--- src/rtl/lcd_pkg.sv ---
// Shared types and helpers for the SM510 LCD capture path.
//   NUM_COM / SEG_PER_COM : scan geometry (4 commons x 32 segments)
//   seg_row_t / seg_frame_t: one common's segment row / a full bitmap
//   lcd_state_t            : phase-detect FSM states
//   split_rd_addr()        : splits the read address into common and segment
package lcd_pkg;

    localparam int NUM_COM     = 4;
    localparam int SEG_PER_COM = 32;

    typedef logic [SEG_PER_COM-1:0] seg_row_t;
    typedef seg_row_t [NUM_COM-1:0] seg_frame_t;

    typedef enum logic [1:0] {
        ST_IDLE   = 2'd0,
        ST_SETTLE = 2'd1,
        ST_SAMPLE = 2'd2
    } lcd_state_t;

    typedef struct packed {
        logic [1:0] com;
        logic [4:0] seg;
    } rd_sel_t;

    // rd_addr[6:5] selects the common, rd_addr[4:0] the segment within it.
    function automatic rd_sel_t split_rd_addr(input logic [6:0] addr);
        rd_sel_t sel;
        sel.com = addr[6:5];
        sel.seg = addr[4:0];
        return sel;
    endfunction

endpackage

--- src/rtl/lcd_phase_detect.sv ---
// Common-strobe phase detector.
// Tracks the previous H value, flags changes, checks for one-hot, encodes
// the active common index and waits SETTLE cycles before requesting a sample.
//   clk, rst  : clock, synchronous active-high reset
//   h         : common strobes
//   valid_chg : combinational, H changed this cycle to a one-hot value
//   sample    : high for the one cycle the segment buses must be captured
//   abort     : one-cycle pulse after a change to a non-one-hot H
//   phase     : index of the common being settled / sampled
//   state     : FSM state, exported for observation
module lcd_phase_detect
    import lcd_pkg::*;
#(
    parameter int SETTLE = 4
) (
    input  logic       clk,
    input  logic       rst,
    input  logic [3:0] h,
    output logic       valid_chg,
    output logic       sample,
    output logic       abort,
    output logic [1:0] phase,
    output lcd_state_t state
);

    localparam logic [7:0] SETTLE_LOAD = 8'(SETTLE - 1);

    logic [3:0] h_prev;
    logic [7:0] settle_cnt;
    logic       change;
    logic       one_hot;
    logic [1:0] enc;

    assign change    = (h != h_prev);
    assign one_hot   = (h != 4'd0) && ((h & (h - 4'd1)) == 4'd0);
    assign valid_chg = change && one_hot;
    // Only meaningful when h is one-hot.
    assign enc       = {h[3] | h[2], h[3] | h[1]};
    // SAMPLE lasts exactly one cycle, so the strobe is the state decode.
    assign sample    = (state == ST_SAMPLE);

    always_ff @(posedge clk) begin
        if (rst) begin
            h_prev     <= 4'd0;
            settle_cnt <= 8'd0;
            phase      <= 2'd0;
            abort      <= 1'b0;
            state      <= ST_IDLE;
        end else begin
            h_prev <= h;
            abort  <= 1'b0;
            // Any change restarts the sequence from whatever state we are in,
            // so a change during the last settle cycle suppresses the sample.
            if (change) begin
                if (one_hot) begin
                    settle_cnt <= SETTLE_LOAD;
                    phase      <= enc;
                    state      <= ST_SETTLE;
                end else begin
                    abort <= 1'b1;
                    state <= ST_IDLE;
                end
            end else begin
                case (state)
                    ST_SETTLE: begin
                        if (settle_cnt == 8'd0) begin
                            state <= ST_SAMPLE;
                        end else begin
                            settle_cnt <= settle_cnt - 8'd1;
                        end
                    end
                    default: state <= ST_IDLE;
                endcase
            end
        end
    end

endmodule

--- src/rtl/lcd_frame_capture.sv ---
// SM510 LCD frame capture.
// Reassembles complete, in-order 4-common scans into a bitmap and commits it
// atomically to the display buffer; a watchdog blanks the buffer when the
// scan stops.
//   clk, rst   : clock, synchronous active-high reset
//   H          : common strobes (one-hot when valid)
//   segA, segB : segments 0-15 / 16-31 of the active common
//   Bs         : background segment level of the active common
//   rd_addr    : {common[1:0], segment[4:0]} read address
//   rd_data    : display bit at rd_addr, one cycle later
//   bs_vec     : committed Bs per common
//   frame_done : one-cycle pulse on each commit
//   frame_cnt  : number of commits, wrapping
//   blanked    : display buffer forced blank by the watchdog
module lcd_frame_capture
    import lcd_pkg::*;
#(
    parameter int SETTLE  = 4,
    parameter int TIMEOUT = 1048576
) (
    input  logic        clk,
    input  logic        rst,
    input  logic [3:0]  H,
    input  logic [15:0] segA,
    input  logic [15:0] segB,
    input  logic        Bs,
    input  logic [6:0]  rd_addr,
    output logic        rd_data,
    output logic [3:0]  bs_vec,
    output logic        frame_done,
    output logic [15:0] frame_cnt,
    output logic        blanked
);

    localparam int            TO_W    = $clog2(TIMEOUT + 1);
    localparam logic [TO_W-1:0] TO_MAX  = TO_W'(TIMEOUT);
    localparam logic [TO_W-1:0] TO_LAST = TO_W'(TIMEOUT - 1);

    logic       valid_chg;
    logic       sample;
    logic       abort;
    logic [1:0] phase;
    // FSM state tap kept for bound checkers; the datapath does not read it.
    lcd_state_t phase_state_unused;

    seg_frame_t      shadow;
    seg_frame_t      display;
    logic [3:0]      shadow_bs;
    logic [3:0]      seen;
    logic [3:0]      seen_next;
    logic            commit_pend;
    logic [TO_W-1:0] to_cnt;
    logic            expire;
    rd_sel_t         rd_sel;

    lcd_phase_detect #(
        .SETTLE(SETTLE)
    ) u_phase (
        .clk      (clk),
        .rst      (rst),
        .h        (H),
        .valid_chg(valid_chg),
        .sample   (sample),
        .abort    (abort),
        .phase    (phase),
        .state    (phase_state_unused)
    );

    assign rd_sel = split_rd_addr(rd_addr);

    // Commons must arrive strictly as 0,1,2,3: common 0 always restarts the
    // mask, a later common only extends it if its predecessor is the highest
    // bit seen so far; anything else throws the partial frame away.
    always_comb begin
        seen_next = 4'd0;
        if (phase == 2'd0) begin
            seen_next = 4'b0001;
        end else if (seen[phase - 2'd1] && ((seen >> phase) == 4'd0)) begin
            seen_next = seen | (4'b0001 << phase);
        end
    end

    // A commit in the same cycle resets the counter, so it overrides expiry.
    assign expire = !valid_chg && !commit_pend && (to_cnt == TO_LAST);

    always_ff @(posedge clk) begin
        if (rst) begin
            shadow      <= '0;
            shadow_bs   <= 4'd0;
            display     <= '0;
            seen        <= 4'd0;
            commit_pend <= 1'b0;
            to_cnt      <= '0;
            rd_data     <= 1'b0;
            bs_vec      <= 4'd0;
            frame_done  <= 1'b0;
            frame_cnt   <= 16'd0;
            blanked     <= 1'b1;
        end else begin
            frame_done  <= 1'b0;
            commit_pend <= 1'b0;

            if (sample) begin
                shadow[phase]    <= {segB, segA};
                shadow_bs[phase] <= Bs;
                seen             <= seen_next;
                commit_pend      <= (phase == 2'd3) && (seen_next == 4'b1111);
            end else if (abort) begin
                seen <= 4'd0;
            end

            // The shadow already holds row 3 here: it was written in the
            // sample cycle that raised commit_pend.
            if (commit_pend) begin
                display    <= shadow;
                bs_vec     <= shadow_bs;
                frame_done <= 1'b1;
                frame_cnt  <= frame_cnt + 16'd1;
                blanked    <= 1'b0;
                seen       <= 4'd0;
                to_cnt     <= '0;
            end else begin
                if (valid_chg) begin
                    to_cnt <= '0;
                end else if (to_cnt != TO_MAX) begin
                    to_cnt <= to_cnt + TO_W'(1);
                end
                if (expire) begin
                    display <= '0;
                    bs_vec  <= 4'd0;
                    blanked <= 1'b1;
                    seen    <= 4'd0;
                end
            end

            // Reads the pre-update buffer, so a read in the commit cycle
            // still returns the old frame.
            rd_data <= display[rd_sel.com][rd_sel.seg];
        end
    end

endmodule

--- config.mk ---
export PLATFORM = sky130hd
export DESIGN_NAME = lcd_frame_capture
export DESIGN_NICKNAME = d
export VERILOG_FILES = /design/src/rtl/lcd_pkg.sv /design/src/rtl/lcd_phase_detect.sv /design/src/rtl/lcd_frame_capture.sv
export SDC_FILE = /design/constraint.sdc
export NUM_CORES = 1
export LEC_CHECK = 0
export ABC_AREA = 1
export BUFFER_PORTS_ARGS = -buffer_cell sky130_fd_sc_hd__buf_2
export CAP_MARGIN = 25
export CORE_MARGIN = 2
export CORE_UTILIZATION = 40
export DETAILED_ROUTE_END_ITERATION = 8
export SLEW_MARGIN = 30
export SYNTH_ARGS = -nofsm -noshare
export SYNTH_HDL_FRONTEND = slang
export SYNTH_SLANG_ARGS = --single-unit
--- constraint.sdc ---
create_clock -name clk -period 2 [get_ports clk]
set_input_delay 0.1 -clock clk [delete_from_list [all_inputs] [get_ports clk]]
set_output_delay 0.1 -clock clk [all_outputs]
set_load 0.02 [all_outputs]
==> impl_metrics.toml <==
[cts]
clkTransAtPathRegs_ps = 60
cts_buffers = 37
cts.sinks = 326
cts_tree = "yes"
root_buffer = "clkbuf_16"
clock_latency_ps = 510
cts_max_level = 2
cts_buffer_depth = 3

[power_and_ir_drop]
powerDensity_mw_per_mm2 = 890
ir_drop_mv = 0.501
leakage_nw = 5.79
total_power_mw = 13.8

[setup_path]
cp-start-kind = "flop"
worst_path_most_repeated_cell = "nand3_1"
r2r_slack_ps = 140
worst_path_max_delay_cell = "dfxtp_1"
crit_buf_inv = 1
cp-end-kind = "flop"
path_max_fanout = 61
cpPeakStageDelay_ps = 440
reg2reg_depth = 8
r2r-start = "to_cnt[5]$_SDFFE_PP0P_"
cp_cell_sequence = "nand3_1 > nor4_2 > nand3_1 > nor2_2 > nand2_4 > buf_12 > nand3_1 > o21ai_0"
setup.worst_path.end = "display[82]$_SDFFE_PP0P_"
crit_type = "flop to flop"
cp.depth = 8
crit_path_start = "to_cnt[5]$_SDFFE_PP0P_"
cp_top_family = "simple AND/OR/NAND/NOR gates"
required_ps = 2380
r2r_end = "display[82]$_SDFFE_PP0P_"
arrival_ps = 2240

[timing]
rsz0062_at_grt = "no"
tightest_slew_ps = 608
final.min_clock_period_ps = 1860
setup_viol = 0
fmax_mhz = 539
setup-tns-final_ps = 0
slew_violations = 0
max_slew_margin = 0.594
finalCritPeriodShare = 0.928
whs_ps = 83.0
layout_setup_ws_ps = 144
skew_ps = 19.1
hold_viol_final = 0

[run]
drv_cap = 0

[drt]
post_drt_wl_per_cell_um = 15.3
wl_um = 35000
drc = 0
routed_via_density = 5.11
first_pass_iters = 5
vias = 11719
ant_nets = 0
drt_iter0_drc = 804

[global_routing]
grt_util_all_layers = 0.205
grt_pass1_wl_um = 56800
grt_pass1_vias = 11012
grt_start_max_net_pins = 94
antenna_found_initial = 1
grt-ovfl-total = 0

[die]
io_pins = 69
die_h_um = 185
initial_utilization = 0.404
rows = 66
core_mm2 = 0.0325
die_x_um = 185
die-area_mm2 = 0.0343

[synthesis]
synthDistinctLibCells = 38
synth_edf_count = 0
syn_inst = 1756
syn_avg_cell_area_um2 = 7.47
ys_seq_elements = 326
ys.flop_type = "dfxtp_1"
syn-num-nets = 1811
async_reset_ff_frac = 0
seq_area_frac_synth = 0.497
ys_warn_count = 0
syn_area_mm2 = 0.0131

[cells_and_area]
nFillCells = 3274
area_growth_pct = 18.4
final_area_mm2 = 0.0155
nets = 1885
drive_gt1_frac = 0.105

[placement]
hpwl_um = 21300
gp_congestion = 0.859
dpl_cell_area_mm2 = 0.0140
place_ws_ps = 133
io_buffers = 68

[run_status]
outcome = "complete, no violations"

[hold_path]
hp-class = "input port to flop"
## stage by stage
stage           util  std cells
6_report       0.479       2295
5_1_grt        0.479       2295
4_1_cts        0.478       2294
3_5_place_dp   0.431       2194
3_3_place_gp   0.431       2194
2_1_floorplan      -       1756
## area by class of cell
type                    instances  area (µm²)  area share
clock inverters                11         109     0.00701
repair buffers                151        1180      0.0758
well taps                     442         553      0.0356
clock buffers                  50        1040      0.0672
diodes                          1        2.50    0.000161
inverters                     158         593      0.0382
multi-input cells            1156        5530       0.356
flip-flops and latches        326        6530       0.420
## what timing repair did
action                                  CTS  global route
endpoints found under the setup margin    0            25
gates resized for setup                   0             3
hold buffers                             39             0
buffers inserted                          0             0
hold endpoints to repair                138             0
## where the power goes
group	leakage (nW)	switching (mW)	internal, mW
clock	0.577	2.62	3.89
combinational	2.59	0.516	0.265
sequential	2.63	0.0179	6.52
total	5.79	3.15	10.7
## sequential cells by signal, indices dropped and copies added (netlist names)
signal and flops:
display 128, u_phase.h_prev 4, to_cnt 21, bs_vec 4
u_phase.state 2, shadow 128, shadow_bs 4, u_phase.settle_cnt 8
frame_done 1, u_phase.phase 2, seen 4, frame_cnt 16
commit_pend 1, u_phase.abort 1, blanked 1, rd_data 1
## cell usage in the layout (no fill, tap or decap), drive strengths merged
cell / instances
bufinv: 2
o211ai: 2
o2111ai: 2
clkbuf: 50
xnor2: 1
dlygate4sd3: 39
nand2: 337
a22oi: 2
o22ai: 1
xor2: 10
diode: 1
nor3: 14
o21a: 2
buf: 112
or2: 2
dfxtp: 326
inv: 158
nand3: 306
nor2: 67
a21oi: 172
nor4: 5
a22o: 1
clkinv: 9
ha: 9
nor3b: 3
o21ai: 208
a31oi: 2
nand4: 9
and3: 1
## synthesized netlist by cell type (10+ instances only)
cell | number | share of area
a21oi_1 | 171 | 0.065
buf_1 | 12 | 0.0034
buf_2 | 17 | 0.0065
clkbuf_1 | 79 | 0.023
dfxtp_1 | 326 | 0.50
inv_1 | 153 | 0.044
nand2_1 | 334 | 0.096
nand3_1 | 305 | 0.12
nor2_1 | 62 | 0.018
nor3_1 | 13 | 0.0050
o21ai_0 | 188 | 0.072
o21ai_1 | 20 | 0.0076
xor2_1 | 10 | 0.0067
## worst min path at each step
stage               from                            to  slack (ps)  depth (start not counted)
floorplan           H[0]  u_phase.h_prev[0]$_SDFF_PP0_         230                          2
global placement    H[2]  u_phase.h_prev[2]$_SDFF_PP0_         370                          3
detailed placement  H[0]  u_phase.h_prev[0]$_SDFF_PP0_         370                          3
CTS                  rst     frame_cnt[1]$_SDFFE_PP0P_          60                          3
global route         rst     frame_cnt[1]$_SDFFE_PP0P_          80                          3
finish               rst     frame_cnt[1]$_SDFFE_PP0P_          80                          3
## cells by family (layout without fill, tap and decap cells)
group / Yosys count / count (layout) / synth area share
buf+inv: 274 / 370 / 0.0843
flops: 326 / 326 / 0.497
fa+ha+maj: 9 / 9 / 0.00858
other cells: 0 / 1 / 0
xor+xnor: 11 / 11 / 0.00734
compound gates: 392 / 392 / 0.152
simple gates: 744 / 744 / 0.251
## layer usage
layer,part of all wire,GRT usage,up-vias
li1,-,-,5966
met1,0.48,0.275,5453
met2,0.45,0.337,244
met3,0.054,0.0395,56
met4,0.021,0.0565,0
met5,0,0,-
## worst reg2reg max path, stage by stage (launching register included)
cell and delay (ps):
dfxtp_1 440, nand3_1 150, nor4_2 260, nand3_1 170, nor2_2 160, nand2_4 90, buf_12 190, nand3_1 170
o21ai_0 100
Power figures use the tool's default switching activity.
